## config.mk

```make
export PLATFORM = sky130hd
export DESIGN_NAME = obstacle_line_scheduler_flat
export DESIGN_NICKNAME = d
export VERILOG_FILES = /design/src/rtl/obstacle_sched_pkg.sv /design/src/rtl/obstacle_line_scheduler_if.sv /design/src/rtl/obstacle_slot_buffer.sv /design/src/rtl/obstacle_line_scheduler.sv /design/src/flat_wrapper.sv
export SDC_FILE = /design/constraint.sdc
export NUM_CORES = 1
export LEC_CHECK = 0
export ABC_AREA = 1
export BUFFER_PORTS_ARGS = -buffer_cell sky130_fd_sc_hd__buf_2
export CAP_MARGIN = 20
export CORE_ASPECT_RATIO = 0.75
export CORE_MARGIN = 4
export CORE_UTILIZATION = 36
export DETAILED_ROUTE_END_ITERATION = 16
export SLEW_MARGIN = 10
export SYNTH_ARGS = -nofsm -noshare
export SYNTH_HDL_FRONTEND = slang
export SYNTH_HIERARCHICAL = 1
export SYNTH_SLANG_ARGS = --single-unit
```

## constraint.sdc

```tcl
create_clock -name sys_clk -period 19.05 [get_ports sys_clk]
set_input_delay 2.8575 -clock sys_clk [delete_from_list [all_inputs] [get_ports sys_clk]]
set_output_delay 2.8575 -clock sys_clk [all_outputs]
set_load 0.03 [all_outputs]
```

## src/rtl/obstacle_sched_pkg.sv

```systemverilog
// Shared widths, FSM state encoding and slot record for the obstacle line scheduler.
package obstacle_sched_pkg;

  localparam int unsigned OBSTACLE_NUM    = 7;
  localparam int unsigned OBSTACLE_WIDTH  = 10;
  localparam int unsigned BLOCK_LEN_WIDTH = 4;
  localparam int unsigned SCREEN_WIDTH    = 10;
  localparam int unsigned PHY_WIDTH       = 15;
  localparam int unsigned SLOT_NUM        = 4;
  localparam int unsigned ID_W            = $clog2(OBSTACLE_NUM + 1);
  localparam int unsigned SLOT_CNT_W      = $clog2(SLOT_NUM + 1);
  localparam int unsigned SLOT_IDX_W      = $clog2(SLOT_NUM);
  localparam int unsigned MATCH_W         = SCREEN_WIDTH + BLOCK_LEN_WIDTH + 4;
  localparam int unsigned OBSTACLE_HEIGHT = 2 * OBSTACLE_WIDTH;

  typedef enum logic [1:0] {
    IDLE  = 2'd0,
    SCAN  = 2'd1,
    DRAIN = 2'd2,
    READY = 2'd3
  } sched_state_e;

  typedef struct packed {
    logic [SCREEN_WIDTH-1:0]    screen_x;
    logic [BLOCK_LEN_WIDTH-1:0] len;
    logic [ID_W-1:0]            id;
    logic [PHY_WIDTH-1:0]       abs_x;
    logic [PHY_WIDTH-1:0]       abs_y;
    logic [SCREEN_WIDTH-1:0]    row;
  } slot_t;

endpackage

```

## src/rtl/obstacle_line_scheduler_if.sv

```systemverilog
// Obstacle table read port: address/strobe out, entry data back one cycle later.
interface obstacle_line_scheduler_if;
  import obstacle_sched_pkg::*;

  logic [ID_W-1:0]            obs_rd_idx;
  logic                       obs_rd_en;
  logic [PHY_WIDTH-1:0]       obs_x;
  logic [PHY_WIDTH-1:0]       obs_y;
  logic [SCREEN_WIDTH-1:0]    obs_screen_x;
  logic [BLOCK_LEN_WIDTH-1:0] obs_len;

  modport master (output obs_rd_idx, obs_rd_en, input obs_x, obs_y, obs_screen_x, obs_len);
  modport slave  (input obs_rd_idx, obs_rd_en, output obs_x, obs_y, obs_screen_x, obs_len);
endinterface

```

## src/rtl/obstacle_slot_buffer.sv

```systemverilog
// Double-buffered per-line slot lists: back buffer is filled in order, front buffer
// serves the registered lowest-slot-wins pixel lookup.
module obstacle_slot_buffer
  import obstacle_sched_pkg::*;
(
  input  logic                    clk,
  input  logic                    rst_n,
  input  logic                    swap,
  input  logic                    wr_en,
  input  slot_t                   wr_slot,
  output logic                    full_c,
  input  logic [SCREEN_WIDTH-1:0] pixel_x,
  output logic                    hit,
  output logic [ID_W-1:0]         hit_id,
  output logic [SCREEN_WIDTH-1:0] x_rom,
  output logic [SCREEN_WIDTH-1:0] y_rom,
  output logic [PHY_WIDTH-1:0]    abs_x,
  output logic [PHY_WIDTH-1:0]    abs_y
);

  slot_t                 slots [2][SLOT_NUM];
  logic [SLOT_NUM-1:0]   valid [2];
  logic                  front;
  logic                  back;
  logic [SLOT_CNT_W-1:0] back_cnt;
  logic                  do_wr;
  logic                  match_c;
  slot_t                 match_slot_c;
  logic [MATCH_W-1:0]    lo_c;
  logic [MATCH_W-1:0]    hi_c;
  logic [MATCH_W-1:0]    px_c;

  assign back   = ~front;
  assign full_c = (back_cnt == SLOT_CNT_W'(SLOT_NUM));
  assign do_wr  = wr_en & ~swap & ~full_c;

  // Swap retires the old front as the new, cleared back buffer.
  always_ff @(posedge clk or negedge rst_n) begin
    if (!rst_n) begin
      front    <= 1'b0;
      back_cnt <= '0;
      valid[0] <= '0;
      valid[1] <= '0;
    end else if (swap) begin
      front        <= back;
      back_cnt     <= '0;
      valid[front] <= '0;
    end else if (do_wr) begin
      valid[back][SLOT_IDX_W'(back_cnt)] <= 1'b1;
      back_cnt <= back_cnt + SLOT_CNT_W'(1);
    end
  end

  always_ff @(posedge clk) begin
    if (do_wr) slots[back][SLOT_IDX_W'(back_cnt)] <= wr_slot;
  end

  always_comb begin
    match_c      = 1'b0;
    match_slot_c = '0;
    lo_c         = '0;
    hi_c         = '0;
    px_c         = MATCH_W'(pixel_x);
    for (int s = 0; s < int'(SLOT_NUM); s++) begin
      lo_c = MATCH_W'(slots[front][s].screen_x);
      hi_c = lo_c + MATCH_W'(slots[front][s].len) * MATCH_W'(OBSTACLE_WIDTH);
      if (!match_c && valid[front][s] && px_c >= lo_c && px_c < hi_c) begin
        match_c      = 1'b1;
        match_slot_c = slots[front][s];
      end
    end
  end

  always_ff @(posedge clk or negedge rst_n) begin
    if (!rst_n) begin
      hit    <= 1'b0;
      hit_id <= '0;
      x_rom  <= '0;
      y_rom  <= '0;
      abs_x  <= '0;
      abs_y  <= '0;
    end else begin
      hit    <= match_c;
      hit_id <= match_slot_c.id;
      x_rom  <= match_c ? (pixel_x - match_slot_c.screen_x) : '0;
      y_rom  <= match_slot_c.row;
      abs_x  <= match_slot_c.abs_x;
      abs_y  <= match_slot_c.abs_y;
    end
  end

endmodule

```

## src/rtl/obstacle_line_scheduler.sv

```systemverilog
// Scans the obstacle table once per scanline, collects rows hitting the next line
// into the back slot buffer and swaps it to the front at the following line start.
module obstacle_line_scheduler
  import obstacle_sched_pkg::*;
(
  input  logic                    sys_clk,
  input  logic                    sys_rst_n,
  input  logic                    line_start,
  input  logic [SCREEN_WIDTH-1:0] next_line_y,
  input  logic [PHY_WIDTH-1:0]    cam_y,
  input  logic [SCREEN_WIDTH-1:0] pixel_x,
  obstacle_line_scheduler_if.master obs,
  output logic                    obstacle_on,
  output logic [ID_W-1:0]         obstacle_on_id,
  output logic [SCREEN_WIDTH-1:0] obstacle_x_rom,
  output logic [SCREEN_WIDTH-1:0] obstacle_y_rom,
  output logic [PHY_WIDTH-1:0]    obstacle_abs_pos_x,
  output logic [PHY_WIDTH-1:0]    obstacle_abs_pos_y,
  output logic                    slot_overflow,
  output logic                    scan_late
);

  localparam int unsigned PHY_EXT_W = PHY_WIDTH + 1;

  sched_state_e         state;
  sched_state_e         state_d;
  logic                 rd_en_d;
  logic [ID_W-1:0]      rd_idx_d;
  logic                 late_d;
  logic                 ovf_d;
  logic [PHY_WIDTH-1:0] abs_line;
  logic                 eval_pending;
  logic [ID_W-1:0]      eval_id;
  logic                 hit_c;
  logic                 full_c;
  slot_t                wr_slot_c;
  logic [PHY_EXT_W-1:0] line_ext_c;
  logic [PHY_EXT_W-1:0] bot_ext_c;

  // Hit test on the entry returned for the previous cycle's read; a line start
  // discards any in-flight entry so the swapped buffer stays as-is.
  always_comb begin
    line_ext_c = PHY_EXT_W'(abs_line);
    bot_ext_c  = PHY_EXT_W'(obs.obs_y) + PHY_EXT_W'(OBSTACLE_HEIGHT);
    hit_c      = eval_pending && !line_start && (obs.obs_len != '0) &&
                 (line_ext_c >= PHY_EXT_W'(obs.obs_y)) && (line_ext_c < bot_ext_c);
    wr_slot_c.screen_x = obs.obs_screen_x;
    wr_slot_c.len      = obs.obs_len;
    wr_slot_c.id       = eval_id + ID_W'(1);
    wr_slot_c.abs_x    = obs.obs_x;
    wr_slot_c.abs_y    = obs.obs_y;
    wr_slot_c.row      = SCREEN_WIDTH'(abs_line - obs.obs_y);
  end

  always_comb begin
    state_d  = state;
    rd_en_d  = 1'b0;
    rd_idx_d = '0;
    late_d   = scan_late;
    ovf_d    = slot_overflow | (hit_c & full_c);
    case (state)
      SCAN: begin
        if (obs.obs_rd_idx == ID_W'(OBSTACLE_NUM - 1)) begin
          state_d = DRAIN;
        end else begin
          rd_en_d  = 1'b1;
          rd_idx_d = obs.obs_rd_idx + ID_W'(1);
        end
      end
      DRAIN:   state_d = READY;
      default: ;
    endcase
    if (line_start) begin
      state_d  = SCAN;
      rd_en_d  = 1'b1;
      rd_idx_d = '0;
      late_d   = scan_late | (state == SCAN) | (state == DRAIN);
    end
  end

  always_ff @(posedge sys_clk or negedge sys_rst_n) begin
    if (!sys_rst_n) begin
      state          <= IDLE;
      obs.obs_rd_en  <= 1'b0;
      obs.obs_rd_idx <= '0;
      abs_line       <= '0;
      eval_pending   <= 1'b0;
      eval_id        <= '0;
      scan_late      <= 1'b0;
      slot_overflow  <= 1'b0;
    end else begin
      state          <= state_d;
      obs.obs_rd_en  <= rd_en_d;
      obs.obs_rd_idx <= rd_idx_d;
      eval_pending   <= obs.obs_rd_en & ~line_start;
      eval_id        <= obs.obs_rd_idx;
      scan_late      <= late_d;
      slot_overflow  <= ovf_d;
      if (line_start) abs_line <= cam_y + PHY_WIDTH'(next_line_y);
    end
  end

  obstacle_slot_buffer u_slot_buffer (
    .clk     (sys_clk),
    .rst_n   (sys_rst_n),
    .swap    (line_start),
    .wr_en   (hit_c),
    .wr_slot (wr_slot_c),
    .full_c  (full_c),
    .pixel_x (pixel_x),
    .hit     (obstacle_on),
    .hit_id  (obstacle_on_id),
    .x_rom   (obstacle_x_rom),
    .y_rom   (obstacle_y_rom),
    .abs_x   (obstacle_abs_pos_x),
    .abs_y   (obstacle_abs_pos_y)
  );

endmodule

```

## src/flat_wrapper.sv

```systemverilog
// flat-port wrapper written by rule: the top's interface ports become plain ports
module obstacle_line_scheduler_flat import obstacle_sched_pkg::*;
  (sys_clk, sys_rst_n, line_start, next_line_y, cam_y, pixel_x, obstacle_on, obstacle_on_id, obstacle_x_rom, obstacle_y_rom, obstacle_abs_pos_x, obstacle_abs_pos_y, slot_overflow, scan_late, obs_obs_rd_idx, obs_obs_rd_en, obs_obs_x, obs_obs_y, obs_obs_screen_x, obs_obs_len);
  obstacle_line_scheduler_if obs_i ();
  input  logic sys_clk;
  input  logic sys_rst_n;
  input  logic line_start;
  input  logic [SCREEN_WIDTH-1:0] next_line_y;
  input  logic [PHY_WIDTH-1:0] cam_y;
  input  logic [SCREEN_WIDTH-1:0] pixel_x;
  output logic obstacle_on;
  output logic [ID_W-1:0] obstacle_on_id;
  output logic [SCREEN_WIDTH-1:0] obstacle_x_rom;
  output logic [SCREEN_WIDTH-1:0] obstacle_y_rom;
  output logic [PHY_WIDTH-1:0] obstacle_abs_pos_x;
  output logic [PHY_WIDTH-1:0] obstacle_abs_pos_y;
  output logic slot_overflow;
  output logic scan_late;
  output wire logic [$bits(obs_i.obs_rd_idx)-1:0] obs_obs_rd_idx;
  output wire logic [$bits(obs_i.obs_rd_en)-1:0] obs_obs_rd_en;
  input wire logic [$bits(obs_i.obs_x)-1:0] obs_obs_x;
  input wire logic [$bits(obs_i.obs_y)-1:0] obs_obs_y;
  input wire logic [$bits(obs_i.obs_screen_x)-1:0] obs_obs_screen_x;
  input wire logic [$bits(obs_i.obs_len)-1:0] obs_obs_len;
  assign obs_obs_rd_idx = obs_i.obs_rd_idx;
  assign obs_obs_rd_en = obs_i.obs_rd_en;
  assign obs_i.obs_x = obs_obs_x;
  assign obs_i.obs_y = obs_obs_y;
  assign obs_i.obs_screen_x = obs_obs_screen_x;
  assign obs_i.obs_len = obs_obs_len;
  obstacle_line_scheduler u_core (.sys_clk(sys_clk), .sys_rst_n(sys_rst_n), .line_start(line_start), .next_line_y(next_line_y), .cam_y(cam_y), .pixel_x(pixel_x), .obs(obs_i), .obstacle_on(obstacle_on), .obstacle_on_id(obstacle_on_id), .obstacle_x_rom(obstacle_x_rom), .obstacle_y_rom(obstacle_y_rom), .obstacle_abs_pos_x(obstacle_abs_pos_x), .obstacle_abs_pos_y(obstacle_abs_pos_y), .slot_overflow(slot_overflow), .scan_late(scan_late));
endmodule
```

======== Yosys cells after proc, flatten, opt, wreduce, memory -nomap -nowiden ========
Memory sizes are Yosys's and may differ from the RTL's.
Cells that the tools add are included.
word-level totals
  memory bits (writable) .................. 456
  output and inout bits ................... 60
  logic and storage cells ................. 135
  bits in registers ....................... 93
  memories ................................ 1
  bits of input ports ..................... 82
operators by class
  eq/ne operators ......................... 5
  bitwise logic cells ..................... 16
  order comparisons ....................... 18
  add/subtract/negate cells ............... 11
  mux-type cells .......................... 35
  reduce and logical (&&, ||, !) cells .... 27
  multiply operators ...................... 4
memories
  name                        words  width  read ports  clocked after memory_dff  write ports  line                        text
  u_core.u_slot_buffer.slots  2      228    1           0                         1            obstacle_slot_buffer.sv:21  slot_t slots [2][SLOT_NUM];
operator list
  cell                                              number
  two-way mux 57 bit                                5
  two-way mux 228 bit                               1
  demux 57 bit (select 2 bit)                       1
  adder 10 x 8 -> 11 bit                            4
  < comparator 10 x 11 -> 1 bit                     4
  greater-or-equal comparator 10 bit                4
  multiplier 4 x 3 -> 7 bit, second input constant  4
  two-way mux 4 bit                                 5
  subtractor 10 bit                                 2
  logical AND 1 bit                                 19
  adder 15 x 5 -> 16 bit, second input constant     1
  < comparator 15 x 16 -> 1 bit                     1
  two-way mux 8 bit                                 2
  adder 15 x 10 -> 15 bit                           1
  greater-or-equal comparator 15 bit                1
  two-way mux 3 bit                                 5
  two-way mux 10 bit                                1
  adder 3 x 1 -> 3 bit, second input constant       3
  two-way mux 1 bit                                 9
  AND 8 bit                                         1
  demux 4 bit (select 1 bit)                        2
  NOT 8 bit                                         1
  OR 8 bit                                          1
  equality test 3 bit, second input constant        2
  22 further kinds                                  36

======== Longest topological paths before layout ========
Gate-level depths: netlist of the first run.
  depth after elaboration ................. 24
  mapped depth ............................ 48
  gate-level depth less buffers ........... 43

======== Modules after synthesis ========
The synthesis of the first run kept the hierarchy.
by module, submodules not included
  module                   cells an instance  area an instance (µm²)  instances  sequential area each (µm²)
  obstacle_slot_buffer     1917               23807.8                 1          15344.7
  obstacle_line_scheduler  384                2728.9                  1          675.6

======== Worst setup path after synthesis of the first run ========
No wires, ideal clock.
  kind .................................... input-to-reg
  start ................................... in obs_obs_y[2]
  end ..................................... mem u_core/u_slot_buffer/slots[0][0] (netlist bit), enable pin
  setup slack ............................. 11324 ps
  stages .................................. 18
  arrival ................................. 7254 ps
  setup time .............................. 472 ps
  required time ........................... 18578 ps
  path buffers ............................ 0
  cell sequence ........................... ha_1 o21ai_1 nor2_1 nand4_1 nor2_1 nand2_1 xor2_1 ha_1 nand2_1 inv_1 nand3_1 nor2_1 nor2_1 and2_1 nand2_1 nor2_1 nand2_1 nor2_1
on the way
  cells in the longest elaborated chain, start to end .. 7
  elaborated cells between the ends (all ways) .. 9
  those cells by class .................... 1 x add/sub; 2 x order compare; 2 x mux; 2 x bitwise; 2 x reduce/logical
RTL lines
  element                                                                              line                                                          text
  start: declaration                                                                   flat_wrapper.sv:22                                            input wire logic [$bits(obs_i.obs_y)-1:0] obs_obs_y;
  adder 15 x 5 -> 16 bit / greater-or-equal comparator 15 bit (equally long branches)  obstacle_line_scheduler.sv:44, obstacle_line_scheduler.sv:46
  < comparator 15 x 16 -> 1 bit / logical AND 1 bit (equally long branches)            obstacle_line_scheduler.sv:46, obstacle_line_scheduler.sv:45
  logical AND 1 bit *                                                                  obstacle_line_scheduler.sv:46                                 (line_ext_c >= PHY_EXT_W'(obs.obs_y)) && (line_ext_c < bot_ext_c);
  net u_core.hit_c                                                                     obstacle_line_scheduler.sv:34                                 logic hit_c;
  AND 1 bit * (2 in a row)                                                             obstacle_slot_buffer.sv:35                                    assign do_wr = wr_en & ~swap & ~full_c;
  two-way mux 1 bit *                                                                  obstacle_slot_buffer.sv:55                                    if (do_wr) slots[back][SLOT_IDX_W'(back_cnt)] <= wr_slot;
  two-way mux 228 bit (not written as such) *                                          obstacle_slot_buffer.sv:55
  end: declaration                                                                     obstacle_slot_buffer.sv:21
Mark *: on every way through the listed nets, which the timed path passes. The rest lies on a longest branch.

======== Final worst setup path of the first run ========
  start ................................... reg u_core.u_slot_buffer.front
  end ..................................... reg u_core.u_slot_buffer.x_rom[8]
on the way
  cells in the longest elaborated chain, start to end .. 24
  elaborated cells between the ends (all ways) .. 45
  those cells by class .................... 5 x add/sub; 4 x mul; 8 x order compare; 12 x mux; 1 x bitwise; 14 x reduce/logical; 1 x memory
RTL lines
  element                                                                             line                        text
  start: declaration                                                                  obstacle_slot_buffer.sv:23  logic front;
  start signal: assignment                                                            obstacle_slot_buffer.sv:45  front <= back;
  parallel branches: the longest is 23 deep, another holds memory read (2 x 228 bit)  -
  two-way mux 10 bit *                                                                obstacle_slot_buffer.sv:85  x_rom <= match_c ? (pixel_x - match_slot_c.screen_x) : '0;
  end signal: assignment                                                              obstacle_slot_buffer.sv:85
  end: declaration                                                                    obstacle_slot_buffer.sv:15  output logic [SCREEN_WIDTH-1:0] x_rom,
Every way passes the cells marked *. The select of a mux whose other input is x is not followed.
A chain may end at the register's enable or synchronous reset.

==> impl_results.md, run 1 <==
* Status: complete, no violations
* Hold_sp: u_core/slot_overflow
* Synth Register Bits at 549
* Minimum clock period at 8213 ps
* Fmax at 121.8 MHz
* GRT Residual Overflow at 0
* Hold path cells at 2
* Synth top area share at 51.60%
* CTS tree: done
* Hold Crit Endpoint: u_core/slot_overflow
* Io pins at 142
* Most common cell on crit path: nand2_1
* Area grow syn2layout at 13.30%
* Via count at 17.33k
* Leak Pwr at 12.19 nW
* Register-to-register path setup slack at 10,840 ps
* Initial detailed-routing violation count at 1,220
* Largest net degree at the start of global routing at 101
* Overall routed net length at 67,540 um
* Pre-CTS setup slack at 10,870 ps
* Max Cap Viol at 0
* # H-tree levels at 2
* Crit Path Class: reg2reg
* Drt wl/cell at 19.62 um
* Fill count at 6,774
* Required @ worst endpoint at 19,520 ps
* Clk slew on worst S/H paths at 60 ps
* Port Buffers at 141
* Clk_skew at 32.07 ps
* CP Data Arrival Time at 8690 ps
* Final Non-Filler Cells at 3,443
* Final setup viols at 0
* Routed vias/inst at 5.035
* Vias in the first global route at 16.95k
* Global-route wire length before repair at 102,700 um
* TNS Setup at 0 ps
* Placer Congestion at 0.9213
* Worst Setup End Kind: flip-flop
* Multi-input logic area at 9479 um^2
* Final hold violations at 0
* Critical Path Max Stage Delay at 660 ps
* Most frequent cells in the layout: nand2_1 (456), edfxtp_1 (456), inv_1 (174)
* Dominant cell type by area after synthesis: edfxtp_1
* Period utilization at 43.11%
* Synth Cell Area at 26,540 um^2
* Clk Latency, worst-skew pair at 590 ps
* Die X at 321.5 um
* Synthesized instance count at 2,301
* PwrDens at 99.56 nW/um^2
* Final hold slack at 467.6 ps
* Post-DP HPWL at 43,670 um
* Sequential area share after synthesis at 60.37%
* Synthesized net count at 2,567
* Clock root buffer: clkbuf_16
* CTS sink cnt at 549
* Antenna viol nets, final at 0
* Post-synth top flop: edfxtp_1
* Critical path peak fanout at 69
* Nets at 2,706
* Worst flop-to-flop path startpoint: u_core/u_slot_buffer/front
* Final Slew Violations at 0
* Site Rows at 85
* Core area at 72,430 um^2
* Register area at 16,020 um^2
* Dpl cells at 3,341
* Drt pass-1 iters at 5
* Tightest Pin Transition at 1081 ps
* Rel. slew slack at 27.92%
* Total CTS buffers at 53
* Dominant cells by area after synthesis: edfxtp_1 (52%), dfrtp_1 (8.8%), ha_1 (8.2%)
* HP Class: reg2reg
* Max IR drop VDD at 0.07190 mV
* Initial antenna violation count at 7
* RSZ-0062 raised after global routing: false
* Synth unique cells at 53
* Post-CTS Resized at 0
* Finished Core Util at 41.51%
* Clk buf depth at 3
* Slowest CP cell: dfrtp_4
* Syn_area_per_cell at 11.53 um^2
* RR Endpoint: u_core/u_slot_buffer/x_rom[8]
* # hold bufs at CTS at 0
* Die Area at 78,160 um^2
* Post-CTS Setup Bufs at 0
* Startpoint types: flip-flop
* Reg2reg path depth at 43
* Layout cells sized above 1 at 17.28%
* Yosys warning count at 6
* Number of synthesized flops with an enable pin at 456
* Die height at 243.1 um
* Worst Slack Setup Final at 10,840 ps
* Post-synth ARST share at 16.94%
* # DRC at 0
* Total GRT Usage at 16.98%
* Initial Util at 36.64%
sequential cells by signal (all words and copies together), names as in the netlist, 2 cells and up:
signal                         flops
u_core/abs_line                   15
u_core/eval_id                     3
u_core/obs.obs_rd_idx              3
u_core/state                       2
u_core/u_slot_buffer/abs_x        15
u_core/u_slot_buffer/abs_y        15
u_core/u_slot_buffer/back_cnt      3
u_core/u_slot_buffer/hit_id        3
u_core/u_slot_buffer/slots       456
u_core/u_slot_buffer/valid         8
u_core/u_slot_buffer/x_rom        10
u_core/u_slot_buffer/y_rom        10
how the worst max path moves through the flow:
stage                                          start                          endpoint  slack, ps
final                     u_core/u_slot_buffer/front     u_core/u_slot_buffer/x_rom[8]      10840
after global routing      u_core/u_slot_buffer/front     u_core/u_slot_buffer/x_rom[8]       9940
after CTS                 u_core/u_slot_buffer/front     u_core/u_slot_buffer/x_rom[8]      10880
after detailed placement  u_core/u_slot_buffer/front     u_core/u_slot_buffer/x_rom[8]      10870
after global placement    u_core/u_slot_buffer/front     u_core/u_slot_buffer/x_rom[8]      11110
after floorplan                         obs_obs_y[2]  u_core/u_slot_buffer/slots[0][0]      11320
worst max-delay path, delay by kind of cell, from the launching register on:
| family | cells | cell delay (ps) |
|---|---|---|
| AND/OR/NAND/NOR | 18 | 1710 |
| flip-flops | 1 | 660 |
| adder cells (fa/ha/maj) | 6 | 1860 |
| XOR/XNOR | 1 | 180 |
| buffers and inverters | 9 | 2220 |
| AO/OA/AOI/OAI | 9 | 1370 |
through the flow:
step | total power, mW | cell area (um^2)
2_1_floorplan | 1.776 | 26540
3_3_place_gp | 1.919 | 28230
3_5_place_dp | 1.939 | 28230
4_1_cts | 3.020 | 30030
5_1_grt | 3.156 | 30060
6_report | 2.993 | 30070
area by class of cell:
cell class                 instances  area share [%]
antenna                            3         0.02497
clock buffer                      76           5.069
clock inverter                    22          0.9072
inverter                         181           2.293
multi-input combinational       1495           31.53
sequential                       549           53.30
tap                              957           3.983
timing repair buffer             160           2.896
power breakdown:
part	switching [mW]	leakage, nW	internal, mW
Combinational	0.366	5.99	0.196
Sequential	0.0137	5.34	1.34
Clock	0.440	0.864	0.636
Total	0.820	12.2	2.17
cell families (layout without fill, tap and decap cells):
family | count (synthesis) | after routing | synth area share, %
flip-flops | 549 | 549 | 60.37
AO/OA/AOI/OAI | 352 | 352 | 8.826
AND/OR/NAND/NOR | 894 | 894 | 15.44
multiplexers | 5 | 5 | 0.2640
XOR/XNOR | 60 | 60 | 1.980
other | 0 | 3 | 0
adder cells (fa/ha/maj) | 184 | 184 | 8.987
buffers and inverters | 257 | 439 | 4.135
synth_stat cells, types with 3 or more instances:
| cell type | instances |
|---|---|
| or2_2 | 126 |
| inv_1 | 174 |
| ha_1 | 173 |
| edfxtp_1 | 456 |
| a21oi_1 | 96 |
| nor2_2 | 3 |
| o221ai_1 | 4 |
| a21o_1 | 6 |
| dfrtp_1 | 93 |
| o22ai_1 | 13 |
| o21ai_0 | 70 |
| clkbuf_1 | 48 |
| fa_1 | 11 |
| o21bai_1 | 8 |
| xor2_1 | 39 |
| nand4_1 | 11 |
| xnor2_1 | 21 |
| o21a_1 | 6 |
| inv_2 | 4 |
| nand2_1 | 456 |
| o2111ai_1 | 4 |
| nand3_1 | 51 |
| nand2_2 | 5 |
| buf_6 | 8 |
| o21ai_1 | 4 |
| buf_2 | 13 |
| nor3_1 | 5 |
| o211ai_1 | 66 |
| nor2_1 | 171 |
| o31ai_1 | 44 |
| nand3b_1 | 53 |
| o211ai_2 | 26 |
routing by layer:
metal	part of all wire, %	up-vias	GRT usage [%]	wire (um)
li1	-	8303	-	-
met1	47	8480	24.56	31650
met2	44	461	26.35	30060
met3	6.8	86	3.640	4608
met4	1.8	4	3.636	1206
met5	0.034	-	0	23
No activity file was read; power rests on OpenSTA's default activity.
==> inputs of run 2 (changes only) <==
- ABC_AREA: 1 -> 0
- clock period: 19.05 -> 7.62 ns (I/O delays scaled with it)
==> run 2 against run 1 <==
Clock power grew to 2.6 times the previous value. Power rose to 3.2 times the previous value. Fmax up 13%. Die area decreased by 3.0%. Cell area decreased by 1.2%. Combinational power rose to 5.7 times the previous value. First-iteration DRC count rose by 1.5%.
==> impl_results.md, run 2 <==
* Status: complete, no violations
* Final hold slack at 459.4 ps (-8.138 ps)
* # DRC at 0 (unchanged)
* Antenna viol nets, final at 0 (unchanged)
* Reg2reg path depth at 27 (-37%)
* Core area at 70,420 um^2 (-2.8%)
* Post-synth top flop: edfxtp_1
* Die height at 239.4 um (-1.5%)
* Drt wl/cell at 21.47 um (+9.4%)
* Synth top area share at 53.27% (+1.7 points)
* Initial antenna violation count at 0 (-7)
* Placer Congestion at 0.8809 (-4.4%)
* Post-DP HPWL at 40,830 um (-6.5%)
* Final setup viols at 0 (unchanged)
* Syn_area_per_cell at 14.81 um^2 (+28%)
* M2 GR Usage at 26.40% (+0.043 points)
* PwrDens at 318.3 nW/um^2 (+220%)
* Clk Latency, worst-skew pair at 610 ps (+20 ps)
* Synth unique cells at 78 (+47%)
* Synth Cell Area at 25,700 um^2 (-3.1%)
* Crit Path Class: reg2reg
* Overall routed net length at 62,600 um (-7.3%)
* Port Buffers at 141 (unchanged)
* Rel. slew slack at 25.12% (-2.8 points)
* Top-count cell post-synth: edfxtp_1
* # hold bufs at CTS at 0 (unchanged)
* Fill count at 6,432 (-5.0%)
* Max Cap Viol at 0 (unchanged)
* Number of synthesized flops with an enable pin at 456 (unchanged)
* Dominant cell type by area after synthesis: edfxtp_1
* CTS sink cnt at 549 (unchanged)
* Drt pass-1 iters at 8 (+3)
* Vias in the first global route at 15.61k (-7.9%)
* Minimum clock period at 7249 ps (-963.5 ps)
* Most frequent cells after synthesis: edfxtp_1 (456), ha_1 (173), mux2_2 (165), dfrtp_1 (93), inv_1 (88)
* Synthesized net count at 2,002 (-22%)
* Largest Register: u_core/u_slot_buffer/slots
* Sequential area share after synthesis at 62.32% (+2.0 points)
* Tightest Pin Transition at 1123 ps (+41.94 ps)
* Required @ worst endpoint at 8100 ps (-11,420 ps)
* Met1 usage at 23.66% (-0.91 points)
* Pre-CTS setup slack at 437.0 ps (-10,440 ps)
* Finished Core Util at 42.17% (+0.65 points)
* Yosys warning count at 6 (unchanged)
* Met3 usage at 2.586% (-1.1 points)
* CP Data Arrival Time at 7730 ps (-960 ps)
* Dominant cells by area after synthesis: edfxtp_1 (53%), dfrtp_1 (9.1%), ha_1 (8.4%)
* Max IR drop VDD at 0.2285 mV (+220%)
* Area grow syn2layout at 15.51%
* HP Class: reg2reg
* Initial detailed-routing violation count at 1,238 (+1.5%)
* Final hold violations at 0 (unchanged)
* Nets at 2,187 (-19%)
* Leak Pwr at 11.48 nW (-5.9%)
* Most frequent cells in the layout: edfxtp_1 (456), ha_1 (173), mux2_2 (165)
* # H-tree levels at 2 (unchanged)
* Clk_skew at 25.10 ps (-6.974 ps)
* RSZ-0062 raised after global routing: false
* Initial Util at 36.50% (-0.14 points)
* Largest net degree at the start of global routing at 98 (-3.0%)
* Clk slew on worst S/H paths at 60 ps (about the same)
* Commonest non-fill, non-tap cell in the layout: edfxtp_1
* Die X at 316.6 um (-1.5%)
* Io pins at 142 (unchanged)
* Worst Slack Setup Final at 370.9 ps (-10,470 ps)
* Worst Setup End Kind: flip-flop
* Die Area at 75,790 um^2 (-3.0%)
* Final Slew Violations at 0 (unchanged)
* Fmax at 137.9 MHz (+13%)
* Clock root buffer: clkbuf_16
* GRT Residual Overflow at 0 (unchanged)
* TNS Setup at 0 ps (unchanged)
* Synth Register Bits at 549 (unchanged)
* Layout cells sized above 1 at 24.53% (+7.3 points)
* Startpoint types: flip-flop
* Site Rows at 84 (-1.2%)
* Synthesized instance count at 1,736 (-25%)
* Hold path cells at 1 (-1)
* Total GRT Usage at 16.44% (-0.54 points)
* Largest register FFs at 456 (unchanged)
* Period utilization at 95.13% (+52 points)
* Global-route wire length before repair at 95,270 um (-7.2%)
* Critical path peak fanout at 34 (-51%)
* Via count at 15.20k (-12%)
* CTS tree: done
* Total CTS buffers at 56 (+5.7%)
* Busiest grt layer: met2
* Clk buf depth at 3 (unchanged)
* Post-synth ARST share at 16.94% (unchanged)
* Routed vias/inst at 5.213 (+3.6%)
==> run 2: cell count changes in the layout (fill, tap and decap cells not counted), moves of 43 or more <==
cell	previous run	this run
a222oi_1	0	43
nand3b_1	53	3
or2_2	126	6
mux2_2	0	165
nor2_1	163	66
nand2_1	456	33
mux2i_1	2	73
inv_1	174	88
o211ai_1	66	3
==> run 2: critical path: stages (launching register included) <==
cell and delay (ps):
dfrtp_4 560, buf_4 170, mux2i_1 280, inv_1 90
ha_1 310, ha_1 230, fa_1 440, ha_1 230
or4_1 540, o22ai_1 180, xnor2_1 100, ha_1 340
a2111oi_2 370, o21ai_1 120, o22a_1 220, a2111oi_4 410
buf_4 440, nand2_1 140, o221a_2 150, ha_1 260
nor2b_1 130, o21ai_0 260, a21o_1 200, nand3_1 100
and3_1 160, a311o_1 280, nand2b_1 150, o41ai_1 250
==> run 2: cell type report <==
type / instances / area [um^2] / area share (%)
diodes: 1 / 2.502 / 0.008428
well taps: 946 / 1184 / 3.986
inverters: 90 / 337.8 / 1.138
flip-flops and latches: 549 / 16020 / 53.97
multi-input cells: 1042 / 9133 / 30.76
clock buffers: 72 / 1541 / 5.192
repair buffers: 182 / 1107 / 3.729
clock inverters: 34 / 362.8 / 1.222
==> run 2: cells by family (layout without fill, tap and decap cells) <==
group / count (synthesis) / count (layout) / synth area share, %
and+or+nand+nor: 220 / 220 / 4.391
AOI/OAI and AO/OA: 328 / 328 / 9.132
buffers and inverters: 145 / 378 / 2.322
xor gates and xnor gates: 70 / 70 / 2.385
adders and majority gates: 184 / 184 / 9.278
muxes: 240 / 240 / 10.17
DFF: 549 / 549 / 62.32
other: 0 / 1 / 0
==> run 2: what timing repair did <==
item / 4_1_cts / 5_1_grt
buffers inserted: 0 / 6
setup endpoints to repair: 0 / 3
endpoints found under the hold margin: 0 / 0
gates resized for setup: 0 / 2
==> run 2: worst paths after layout <==
path,start,to,slack (ps)
min in group asynchronous,sys_rst_n,u_core/u_slot_buffer/abs_x[8],560
min reg2reg,u_core/slot_overflow,u_core/slot_overflow,460
max reg2reg,u_core/u_slot_buffer/front,u_core/u_slot_buffer/x_rom[9],370
max in group asynchronous,sys_rst_n,u_core/u_slot_buffer/front,5790
max,u_core/u_slot_buffer/front,u_core/u_slot_buffer/x_rom[9],370
min,u_core/slot_overflow,u_core/slot_overflow,460
==> run 2: through the flow <==
step                      total power [mW]  std cells  instance area [um^2]
final                                9.452       2916                 29690
after detailed placement             6.710       2803                 27730
after global placement               6.642       2803                 27730
after CTS                            9.532       2909                 29640
after floorplan                      5.909       1736                 25700
after global routing                 10.06       2915                 29690
==> run 2: power by group <==
part | internal, mW | total [mW] | switching (mW)
combinational | 1.39 | 3.20 | 1.81
sequential | 3.42 | 3.47 | 0.0557
clock | 1.61 | 2.78 | 1.16
total | 6.42 | 9.45 | 3.03
==> run 2: routing by layer <==
layer | up-vias | wire [um]
met1 | 7617 | 29710
met5 | - | 0
met3 | 83 | 3148
li1 | 7110 | -
met4 | 0 | 1161
met2 | 392 | 28590
